--- src/rtl/cache_pkg.sv ---
// Shared types and defaults for the cache-side memory request arbiter and
// the schedulers that reuse its round-robin picker.
package cache_pkg;

  localparam int CACHE_NUM_REQ  = 2;
  localparam int CACHE_ID_WIDTH = $clog2(CACHE_NUM_REQ);

  typedef enum logic {
    IDLE = 1'b0,
    BUSY = 1'b1
  } arb_state_e;

  typedef logic [CACHE_ID_WIDTH-1:0] req_id_t;

endpackage

--- src/rtl/rr_picker.sv ---
// Combinational round-robin picker: first set request bit at or above rr_ptr,
// wrapping modulo NUM_REQ. rr_ptr is assumed to be below NUM_REQ.
module rr_picker #(
  parameter int NUM_REQ  = 2,
  parameter int ID_WIDTH = $clog2(NUM_REQ)
) (
  input  logic [NUM_REQ-1:0]  req,
  input  logic [ID_WIDTH-1:0] rr_ptr,
  output logic                found,
  output logic [ID_WIDTH-1:0] winner_id
);

  logic [ID_WIDTH-1:0] cand [NUM_REQ];

  // cand[i] is the requester i positions after rr_ptr, already wrapped.
  for (genvar i = 0; i < NUM_REQ; i++) begin : g_cand
    logic [ID_WIDTH:0] sum;
    assign sum     = {1'b0, rr_ptr} + (ID_WIDTH+1)'(i);
    assign cand[i] = (sum >= (ID_WIDTH+1)'(NUM_REQ))
                     ? ID_WIDTH'(sum - (ID_WIDTH+1)'(NUM_REQ))
                     : sum[ID_WIDTH-1:0];
  end

  assign found = |req;

  // Scan from farthest to nearest so the nearest set candidate wins.
  always_comb begin
    winner_id = '0;
    for (int i = NUM_REQ - 1; i >= 0; i--) begin
      if (req[cand[i]]) winner_id = cand[i];
    end
  end

endmodule

--- src/rtl/cache_mem_arb.sv ---
// Transaction-locked round-robin arbiter sharing the downstream memory request
// queue between cache controllers, plus ID-based response routing.
module cache_mem_arb
  import cache_pkg::*;
#(
  parameter int NUM_REQ    = CACHE_NUM_REQ,
  parameter int DATA_WIDTH = 32,
  parameter int ID_WIDTH   = $clog2(NUM_REQ)
) (
  input  logic                          clk,
  input  logic                          reset,
  input  logic [NUM_REQ-1:0]            req_vld_i,
  input  logic [NUM_REQ-1:0]            req_last_i,
  input  logic [NUM_REQ*DATA_WIDTH-1:0] req_dat_i,
  output logic [NUM_REQ-1:0]            req_rdy_o,
  output logic                          dvld_o,
  input  logic                          drdy_i,
  output logic [DATA_WIDTH-1:0]         ddat_o,
  output logic                          dlast_o,
  output logic [ID_WIDTH-1:0]           did_o,
  input  logic                          rvld_i,
  input  logic [ID_WIDTH-1:0]           rid_i,
  input  logic [DATA_WIDTH-1:0]         rdat_i,
  output logic [NUM_REQ-1:0]            rsp_vld_o,
  output logic [DATA_WIDTH-1:0]         rsp_dat_o,
  output arb_state_e                    dbg_state,
  output logic [ID_WIDTH-1:0]           dbg_rr_ptr
);

  // Handshakes: a beat moves when valid and ready are both high on a rising
  // clk edge; valid, data and last stay stable until then, and ready may
  // depend combinationally on valid. Responses have no ready.

  arb_state_e          state, state_nxt;
  logic [ID_WIDTH-1:0] grant_id;
  logic [ID_WIDTH-1:0] rr_ptr;
  logic [ID_WIDTH-1:0] rr_ptr_nxt;
  logic [ID_WIDTH-1:0] winner_id;
  logic                found;
  logic                beat_done;
  logic                txn_end;

  rr_picker #(
    .NUM_REQ  (NUM_REQ),
    .ID_WIDTH (ID_WIDTH)
  ) u_picker (
    .req       (req_vld_i),
    .rr_ptr    (rr_ptr),
    .found     (found),
    .winner_id (winner_id)
  );

  assign beat_done  = dvld_o & drdy_i;
  assign txn_end    = (state == BUSY) & beat_done & dlast_o;
  assign rr_ptr_nxt = (grant_id == ID_WIDTH'(NUM_REQ - 1)) ? '0
                                                           : grant_id + ID_WIDTH'(1);

  always_ff @(posedge clk or negedge reset) begin
    if (!reset) begin
      state    <= IDLE;
      grant_id <= '0;
      rr_ptr   <= '0;
    end else begin
      state <= state_nxt;
      if (state == IDLE && found) grant_id <= winner_id;
      if (txn_end) rr_ptr <= rr_ptr_nxt;
    end
  end

  always_comb begin
    state_nxt = state;
    case (state)
      IDLE:    if (found) state_nxt = BUSY;
      BUSY:    if (txn_end) state_nxt = IDLE;
      default: state_nxt = IDLE;
    endcase
  end

  // Outputs are gated by state alone, so an async reset clears them at once.
  always_comb begin
    req_rdy_o = '0;
    dvld_o    = 1'b0;
    ddat_o    = '0;
    dlast_o   = 1'b0;
    did_o     = '0;
    if (state == BUSY) begin
      did_o = grant_id;
      for (int k = 0; k < NUM_REQ; k++) begin
        if (grant_id == ID_WIDTH'(k)) begin
          dvld_o       = req_vld_i[k];
          ddat_o       = req_dat_i[k*DATA_WIDTH +: DATA_WIDTH];
          dlast_o      = req_last_i[k];
          req_rdy_o[k] = drdy_i;
        end
      end
    end
  end

  // Out-of-range IDs match no requester and the response is dropped.
  always_comb begin
    rsp_vld_o = '0;
    for (int k = 0; k < NUM_REQ; k++) begin
      rsp_vld_o[k] = rvld_i && (rid_i == ID_WIDTH'(k));
    end
  end

  assign rsp_dat_o  = rdat_i;
  assign dbg_state  = state;
  assign dbg_rr_ptr = rr_ptr;

endmodule
--- config.mk ---
export PLATFORM = sky130hd
export DESIGN_NAME = cache_mem_arb
export DESIGN_NICKNAME = d
export VERILOG_FILES = /design/src/rtl/cache_pkg.sv /design/src/rtl/rr_picker.sv /design/src/rtl/cache_mem_arb.sv
export SDC_FILE = /design/constraint.sdc
export NUM_CORES = 1
export LEC_CHECK = 0
export BUFFER_PORTS_ARGS = -buffer_cell sky130_fd_sc_hd__buf_2
export CORE_AREA = 4 4 66 68
export CTS_BUF_LIST = sky130_fd_sc_hd__clkbuf_4 sky130_fd_sc_hd__clkbuf_8 sky130_fd_sc_hd__clkbuf_16
export DETAILED_ROUTE_END_ITERATION = 10
export DIE_AREA = 0 0 70 72
export PLACE_DENSITY = 0.78
export REMOVE_ABC_BUFFERS = 1
export SKIP_LAST_GASP = 1
export SLEW_MARGIN = 10
export SYNTH_ARGS = -nofsm -noshare
export SYNTH_HDL_FRONTEND = slang
export SYNTH_SLANG_ARGS = --single-unit
--- constraint.sdc ---
create_clock -name clk -period 1.4 [get_ports clk]
set_input_delay 0.14 -clock clk [delete_from_list [all_inputs] [get_ports clk]]
set_output_delay 0.14 -clock clk [all_outputs]
set_load 0.03 [all_outputs]
==> results of run 1 <==
-- flip-flops by register name (all words and copies together) (netlist names) --
register / count
grant_id: 1
dbg_state: 1
dbg_rr_ptr: 1
-- logic make-up after synthesis --
group                  share of synthesized area (%)
flip-flops                                      8.24
multiplexers                                    37.5
AO/OA/AOI/OAI                                   3.02
AND/OR/NAND/NOR                                 19.4
buffers and inverters                           31.9
-- worst paths after layout --
path | end | slack, ns | cells after the start
setup / recovery | dlast_o | -0.11 | 4
setup reg to reg | dbg_rr_ptr | 0.14 | 3
hold / removal | dbg_state | 0.15 | 2
max in group asynchronous | grant_id | 1.00 | 2
min in group asynchronous | dbg_rr_ptr | 0.27 | 2
hold reg to reg | dbg_rr_ptr | 0.52 | 1
-- repair_timing --
action / CTS / global route
pin swaps: 0 / 3
buffers inserted: 1 / 1
hold endpoints to repair: 3 / 0
cloned: 0 / 4
hold buffers: 1 / 0
endpoints found under the setup margin: 33 / 36
gates resized for setup: 0 / 77
-- power by group through the flow --
stage / Combinational (uW) / Sequential, uW / Clock, uW
after global placement: 2410 / 171 / 0
after CTS: 2460 / 168 / 276
after floorplan: 1510 / 378 / 0
final: 3130 / 158 / 274
after detailed placement: 2420 / 173 / 0
after global routing: 3300 / 162 / 282
-- per-layer routing --
layer	share of wire, %	track usage, %	up-vias
met5	1.1	8.08	-
met4	1.6	4.26	2
met3	20	15.5	8
met2	47	29.3	117
met1	29	14.3	521
li1	-	-	562
-- worst max-delay path, delay by kind of cell, from the launching register on --
| family | cells | cell delay, ns |
|---|---|---|
| buf+inv | 2 | 0.29 |
| flops | 1 | 0.41 |
| mux | 1 | 0.32 |
| simple gates | 1 | 0.14 |
-- through the flow --
stage,instance area (um^2),setup TNS [ns]
after floorplan,624,-26.68
after global routing,1590,-3.28
after detailed placement,1300,0
after CTS,1370,-0.573
after global placement,1300,0
final,1590,-1.49
-- placed cells by master (no fill, tap or decap) --
master,n
dfrtp_1,2
buf_6,3
a31oi_1,2
clkbuf_4,3
nor2b_1,1
nand2_1,2
buf_4,36
a21oi_1,1
clkinv_1,1
nand3_1,1
dlygate4sd3_1,1
nor2_1,33
buf_8,1
a32o_1,1
and3_1,1
buf_12,2
buf_2,77
nor3_1,1
dfrtp_2,1
clkbuf_16,3
clkbuf_8,3
nor2_2,1
mux2_4,1
and2_1,2
mux2i_1,33
and2_4,1
-- final cells by class --
type / count / area (um^2)
clock buffer: 4 / 48.8
multi-input combinational: 81 / 554
tap: 50 / 62.6
inverter: 1 / 3.75
fill: 385 / 2270
sequential: 3 / 76.3
timing repair buffer: 125 / 845
==> results.json, run 1 <==
{
  "p_per_area_nw_per_um2": 2240,
  "io_buffers": 113,
  "netlist_area_um2": 911,
  "io_pins": 178,
  "dieArea_um2": 5040,
  "setup_violations": 34,
  "violations": "setup timing",
  "ant_nets": 0,
  "gp_congestion": 0.763,
  "r2r-start": "grant_id",
  "worstPathRequired_ns": 1.26,
  "drc_errors": 0,
  "period_share_pct": 108,
  "initial_core_util_pct": 23.6,
  "synth_top_flop_cell": "dfrtp_1",
  "fin_cells": 264,
  "start_kind": "flop",
  "switching_share_pct": 50.9,
  "synth_edf_count": 0,
  "p_seq_share_pct": 4.4,
  "synth_largest_area_cell": "mux2i_1",
  "drt_iter0_drc": 27,
  "area_growth_pct": 74.6,
  "cap_violations": 0,
  "yosysTopAreaCellShare_pct": 36.3,
  "post-route-min-period_ns": 1.51,
  "cts.path.max_buffers": 2,
  "grt_overflow": 0,
  "pwr-share-comb_pct": 87.9,
  "ys_seq_area_share_pct": 8.24,
  "critical_path.startpoint": "grant_id",
  "path_clk_slew_ns": 0.03,
  "ys_top_cells_by_area": "mux2i_1 (36%), buf_4 (29%), nor2_1 (14%)",
  "rows": 23,
  "antenna_cells": 0,
  "die_w_um": 70,
  "setup_slack_ns": -0.114,
  "finalPower_uw": 3560,
  "switchingPower_uw": 1810,
  "finalHoldViolCount": 0,
  "yosysMostFrequentCell": "buf_4",
  "hold_start": "drdy_i",
  "post-place-cells": 253,
  "intPower_uw": 1750,
  "grt_setup_unrepaired": "yes",
  "dieHeight_um": 72,
  "leakagePower_uw": 0.000951,
  "holdWs_ns": 0.146,
  "ir_drop_uv": 1010,
  "cp_slowest_cell": "dfrtp_2",
  "post-route-util_pct": 41.2,
  "place_ws_ns": 0.155,
  "clock.fmax_ghz": 0.660,
  "hpwlAfterDp_um": 4300,
  "max_slew.worst_pin.slew_ns": 0.194,
  "worst_path_largest_cell_delay_ns": 0.41,
  "nets": 320,
  "yosys_warnings": 0,
  "syn_avg_cell_area_um2": 7.35,
  "coreArea_um2": 3860,
  "cts_tree": "built",
  "status": "finished with violations",
  "final_layout_size_suffix_gt1_share_pct": 61.7,
  "yosysUniqueCellTypes": 18,
  "slew_headroom_pct": 87.1,
  "grt_pass1_wl_um": 6380,
  "cp_max_fo": 8,
  "grt_max_degree": 27,
  "p_clk_share_pct": 7.7,
  "antenna_found_initial": 0,
  "synth_seq_cells": 3,
  "root_buffer": "clkbuf_8",
  "cp.arrival_ns": 1.37,
  "ctsHtreeMaxLevel": 1,
  "crit_type": "reg2out",
  "vias": 1210,
  "first_pass_iters": 4,
  "clock_sinks": 3,
  "async_flop_share_pct": 100,
  "ys_top_cells_by_count": "buf_4 (35), nor2_1 (34), mux2i_1 (33)",
  "min_path_type": "in2reg",
  "wl_um": 5190,
  "grt_pass1_vias": 1114,
  "cp_cell_sequence": "buf_12, mux2_4, and2_4, buf_6",
  "endpoint_kind": "output port",
  "insertion_delay_ns": 0.22,
  "vias_per_cell": 4.58,
  "wire_per_inst_um": 19.7,
  "cts_buffers": 3,
  "grtUsageTotal_pct": 17.1,
  "slew_viol_final": 0,
  "finClkSkew_ns": 0.00375,
  "synth_cells": 124
}
Power figures use the tool's default switching activity.
==> inputs of run 2 (changes only) <==
--- a/config.mk
+++ b/config.mk
@@ -11,6 +11,7 @@
 export DETAILED_ROUTE_END_ITERATION = 10
 export DIE_AREA = 0 0 70 72
 export PLACE_DENSITY = 0.78
+export RECOVER_POWER = 100
 export REMOVE_ABC_BUFFERS = 1
 export SKIP_LAST_GASP = 1
 export SLEW_MARGIN = 10
==> constraint.sdc (replaced) <==
create_clock -name clk -period 1.8 [get_ports clk]
set_input_delay 0.18 -clock clk [delete_from_list [all_inputs] [get_ports clk]]
set_output_delay 0.18 -clock clk [all_outputs]
set_load 0.03 [all_outputs]
==> results.json, run 2 (synthesis results as in run 1) <==
{
  "antenna_found_initial": 0,
  "intPower_uw": 881,
  "finClkSkew_ns": 0.00177,
  "nets": 312,
  "grt_pass1_wl_um": 6240,
  "clock_sinks": 3,
  "cts_buffers": 3,
  "post-route-min-period_ns": 1.65,
  "critical_path.startpoint": "grant_id",
  "dieHeight_um": 72,
  "cp.arrival_ns": 1.47,
  "crit_type": "reg2out",
  "leakagePower_uw": 0.000820,
  "post-route-util_pct": 34.6,
  "hpwlAfterDp_um": 4170,
  "gp_congestion": 0.781,
  "finalHoldViolCount": 0,
  "period_share_pct": 91.4,
  "initial_core_util_pct": 23.6,
  "rows": 23,
  "setup_slack_ns": 0.154,
  "dieArea_um2": 5040,
  "coreArea_um2": 3860,
  "status": "complete, no violations",
  "place_ws_ns": 0.412,
  "r2r-start": "grant_id",
  "slew_viol_final": 0,
  "final_layout_size_suffix_gt1_share_pct": 53.9,
  "multiInputGateArea_um2": 546,
  "grt_max_degree": 33,
  "hold_start": "drdy_i",
  "worstPathRequired_ns": 1.62,
  "grt_overflow": 0,
  "io_buffers": 113,
  "layout_commonest_cell": "buf_2",
  "cts.path.max_buffers": 2,
  "first_pass_iters": 4,
  "path_clk_slew_ns": 0.03,
  "root_buffer": "clkbuf_8",
  "p_clk_share_pct": 9.7,
  "p_per_area_nw_per_um2": 1630,
  "ff_latch_area_um2": 76.3,
  "ctsHtreeMaxLevel": 1,
  "holdWs_ns": 0.178,
  "antenna_cells": 0,
  "switchingPower_uw": 1290,
  "cap_violations": 0,
  "hold_buffers": 1,
  "p_seq_share_pct": 7.1,
  "drc_errors": 0,
  "vias": 1133,
  "io_pins": 178,
  "stdcell_area_um2": 1340,
  "cts_tree": "built",
  "postPlaceCellArea_um2": 1290,
  "min_path_type": "in2reg",
  "switching_share_pct": 59.5,
  "layout_common_cells": "buf_2 (73), nor2_1 (34), mux2i_1 (33)",
  "area_growth_pct": 46.6,
  "ant_nets": 0,
  "insertion_delay_ns": 0.22,
  "ir_drop_uv": 603,
  "clock.fmax_ghz": 0.608,
  "drt_iter0_drc": 25,
  "grt_setup_unrepaired": "no",
  "postCtsSetupBuffers": 0,
  "fill_cells": 431,
  "pwr-share-comb_pct": 83.2,
  "die_w_um": 70,
  "wl_um": 4580,
  "slew_headroom_pct": 75.3,
  "start_kind": "flop",
  "cts_resized": 0,
  "setup_violations": 0,
  "endpoint_kind": "output port",
  "vias_per_cell": 4.43,
  "max_slew.worst_pin.slew_ns": 0.372,
  "wire_per_inst_um": 17.9,
  "cp_max_fo": 32,
  "grtUsageTotal_pct": 17.1,
  "grt_pass1_vias": 1062
}
-- run 2: cell types whose count changed in the layout (fill, tap and decap cells not counted), moves of 3 or more --
cell       previous run  this run
clkbuf_16             3         0
clkbuf_2              0        30
buf_2                77        73
buf_4                36         2
buf_6                 3         0
clkbuf_1              0        10
-- run 2: power groups by stage --
stage          Sequential (uW)  Combinational (uW)  Clock (uW)
2_1_floorplan              294                1180           0
3_3_place_gp               155                1820           0
3_5_place_dp               156                1840           0
4_1_cts                    155                1850         217
5_1_grt                    164                1930         226
6_report                   154                1810         211
-- run 2: critical path: stages (launching register included) --
cell	delay, ns
dfrtp_2	0.47
buf_12	0.26
and3_1	0.21
clkbuf_1	0.31
-- run 2: per-layer routing --
layer  global-route usage (%)  vias to the layer above  wire length [um]
met1                     14.0                      465              1250
met5                     8.08                        -                58
met2                     27.7                      113              2060
met4                     5.53                        2                97
met3                     16.9                        8              1110
li1                         -                      545                 -
-- run 2: area by class of cell --
class	count	share of cell area (%)
Tap cell	50	4.69
Sequential cell	3	5.72
Clock buffer	4	3.66
Timing Repair Buffer	117	44.8
Multi-Input combinational cell	81	40.9
Inverter	1	0.281
-- run 2: path summary, 6_finish.rpt --
path                                      to  cells after the start  slack, ns
min in group asynchronous         dbg_rr_ptr                      2       0.30
max in group asynchronous           grant_id                      2       1.33
worst max-delay path            req_rdy_o[1]                      3       0.15
worst min register to register    dbg_rr_ptr                      1       0.54
worst min-delay path               dbg_state                      2       0.18
worst max register to register    dbg_rr_ptr                      4       0.47
-- run 2: stage by stage --
stage / instances / power [uW] / TNS [ns]
after floorplan: 85 / 1470 / -12.29
after global placement: 251 / 1980 / 0
after detailed placement: 251 / 2000 / 0
after CTS: 256 / 2220 / 0
after global routing: 256 / 2320 / 0
final: 256 / 2170 / 0
==> inputs of run 3 (changes only) <==
--- a/config.mk
+++ b/config.mk
@@ -6,11 +6,11 @@
 export NUM_CORES = 1
 export LEC_CHECK = 0
 export BUFFER_PORTS_ARGS = -buffer_cell sky130_fd_sc_hd__buf_2
-export CORE_AREA = 4 4 66 68
+export CORE_AREA = 2 2 70 72
 export CTS_BUF_LIST = sky130_fd_sc_hd__clkbuf_4 sky130_fd_sc_hd__clkbuf_8 sky130_fd_sc_hd__clkbuf_16
 export DETAILED_ROUTE_END_ITERATION = 10
-export DIE_AREA = 0 0 70 72
-export PLACE_DENSITY = 0.78
+export DIE_AREA = 0 0 72 74
+export PLACE_DENSITY = 0.66
 export RECOVER_POWER = 100
 export REMOVE_ABC_BUFFERS = 1
 export SKIP_LAST_GASP = 1
==> results.json, run 3 (synthesis results as in run 1) <==
{
  "holdWs_ns": 0.180,
  "cts.path.max_buffers": 2,
  "dieHeight_um": 74,
  "vias": 1158,
  "cap_violations": 0,
  "path_clk_slew_ns": 0.03,
  "wl_um": 5130,
  "dieArea_um2": 5330,
  "setup_violations": 0,
  "area_growth_pct": 48.6,
  "finClkSkew_ns": 0.00227,
  "cts_resized": 0,
  "place_ws_ns": 0.344,
  "endpoint_kind": "output port",
  "met1_usage_pct": 13.7,
  "min_path_type": "in2reg",
  "leakagePower_uw": 0.000826,
  "drt_iter0_drc": 78,
  "ctsHtreeMaxLevel": 1,
  "cts_tree": "built",
  "status": "complete, no violations",
  "clock_sinks": 3,
  "grt_pass1_wl_um": 6150,
  "nets": 312,
  "clock.fmax_ghz": 0.594,
  "coreArea_um2": 4600,
  "drc_errors": 0,
  "cp_max_fo": 11,
  "wire_per_inst_um": 19.7,
  "use_met2_pct": 31.8,
  "antenna_found_initial": 0,
  "die_w_um": 72,
  "gp_congestion": 0.859,
  "cp.arrival_ns": 1.50,
  "io_buffers": 113,
  "hpwlAfterDp_um": 4600,
  "p_per_area_nw_per_um2": 1640,
  "worstPathRequired_ns": 1.62,
  "cp_slowest_cell": "dfrtp_2",
  "grt_setup_unrepaired": "no",
  "start_kind": "flop",
  "finalHoldViolCount": 0,
  "post-place-cells": 255,
  "rows": 25,
  "top_usage_layer": "met2",
  "antenna_cells": 0,
  "grt_max_degree": 34,
  "fin_cells": 260,
  "initial_core_util_pct": 19.8,
  "cp_cell_sequence": "mux2_1, and2_1, buf_2",
  "setup_slack_ns": 0.117,
  "root_buffer": "clkbuf_8",
  "io_pins": 178,
  "slew_viol_final": 0,
  "vias_per_cell": 4.45,
  "worst_path_largest_cell_delay_ns": 0.56,
  "ant_nets": 0,
  "final_layout_size_suffix_gt1_share_pct": 54.4,
  "grt_overflow": 0,
  "stdcell_area_um2": 1350,
  "first_pass_iters": 4,
  "layout_common_cells": "buf_2 (73), nor2_1 (34), mux2i_1 (33)",
  "period_share_pct": 93.5,
  "grtUsageTotal_pct": 17.2,
  "cts_buffers": 3,
  "crit_type": "reg2out",
  "grtUsageMet3_pct": 10.0,
  "fill_cells": 526,
  "ir_drop_uv": 412,
  "slew_headroom_pct": 75.0,
  "max_slew.worst_pin.slew_ns": 0.377,
  "grt_pass1_vias": 973,
  "insertion_delay_ns": 0.22,
  "layout_commonest_cell": "buf_2",
  "postPlaceCellArea_um2": 1310,
  "post-route-min-period_ns": 1.68
}
==> run 3: final cells by class <==
| class | instances | area, um^2 | area share, % |
|---|---|---|---|
| clock buffer | 4 | 48.8 | 3.60 |
| inverter | 1 | 3.75 | 0.277 |
| multi-input combinational | 81 | 546 | 40.3 |
| sequential | 3 | 76.3 | 5.64 |
| tap | 54 | 67.6 | 4.99 |
| timing repair buffer | 117 | 612 | 45.2 |
==> run 3: through the flow <==
step                total power (uW)  TNS [ns]  utilization, %
global route                    2350         0            29.4
global placement                2010         0            28.4
floorplan                       1470    -12.29               -
finish                          2220         0            29.4
CTS                             2240         0            29.7
detailed placement              2030         0            28.4
==> run 3: timing repair <==
action | 4_1_cts | 5_1_grt
buffers inserted | 0 | 0
hold endpoints to repair | 3 | 0
endpoints found under the setup margin | 0 | 0
hold buffers | 1 | 0
==> run 3: routing by layer <==
metal  vias to the layer above  share of wire, %
met3                        10                14
li1                        542                 -
met4                         2               5.7
met5                         -              0.72
met1                       496                28
met2                       108                51
==> run 3: power breakdown <==
| part | internal (uW) | switching, uW | leakage (uW) | total, uW |
|---|---|---|---|---|
| sequential | 97.8 | 82.5 | 0.0000318 | 180 |
| combinational | 637 | 1190 | 0.000768 | 1830 |
| clock | 166 | 44.9 | 0.0000262 | 211 |
==> run 3: critical path: cells and delay by family, from the launching register on <==
kind / cells / cell delay (ns)
multiplexers: 1 / 0.40
flip-flops: 1 / 0.56
buffers and inverters: 1 / 0.17
AND/OR/NAND/NOR: 1 / 0.16
==> run 3: worst paths after layout <==
check	to	cells past startpoint	start	slack [ns]
hold reg to reg	dbg_rr_ptr	1	dbg_rr_ptr	0.55
hold / removal	dbg_state	2	drdy_i	0.18
setup reg to reg	dbg_rr_ptr	4	grant_id	0.39
min in group asynchronous	dbg_rr_ptr	2	reset	0.31
setup / recovery	dlast_o	3	grant_id	0.12
max in group asynchronous	grant_id	2	reset	1.31
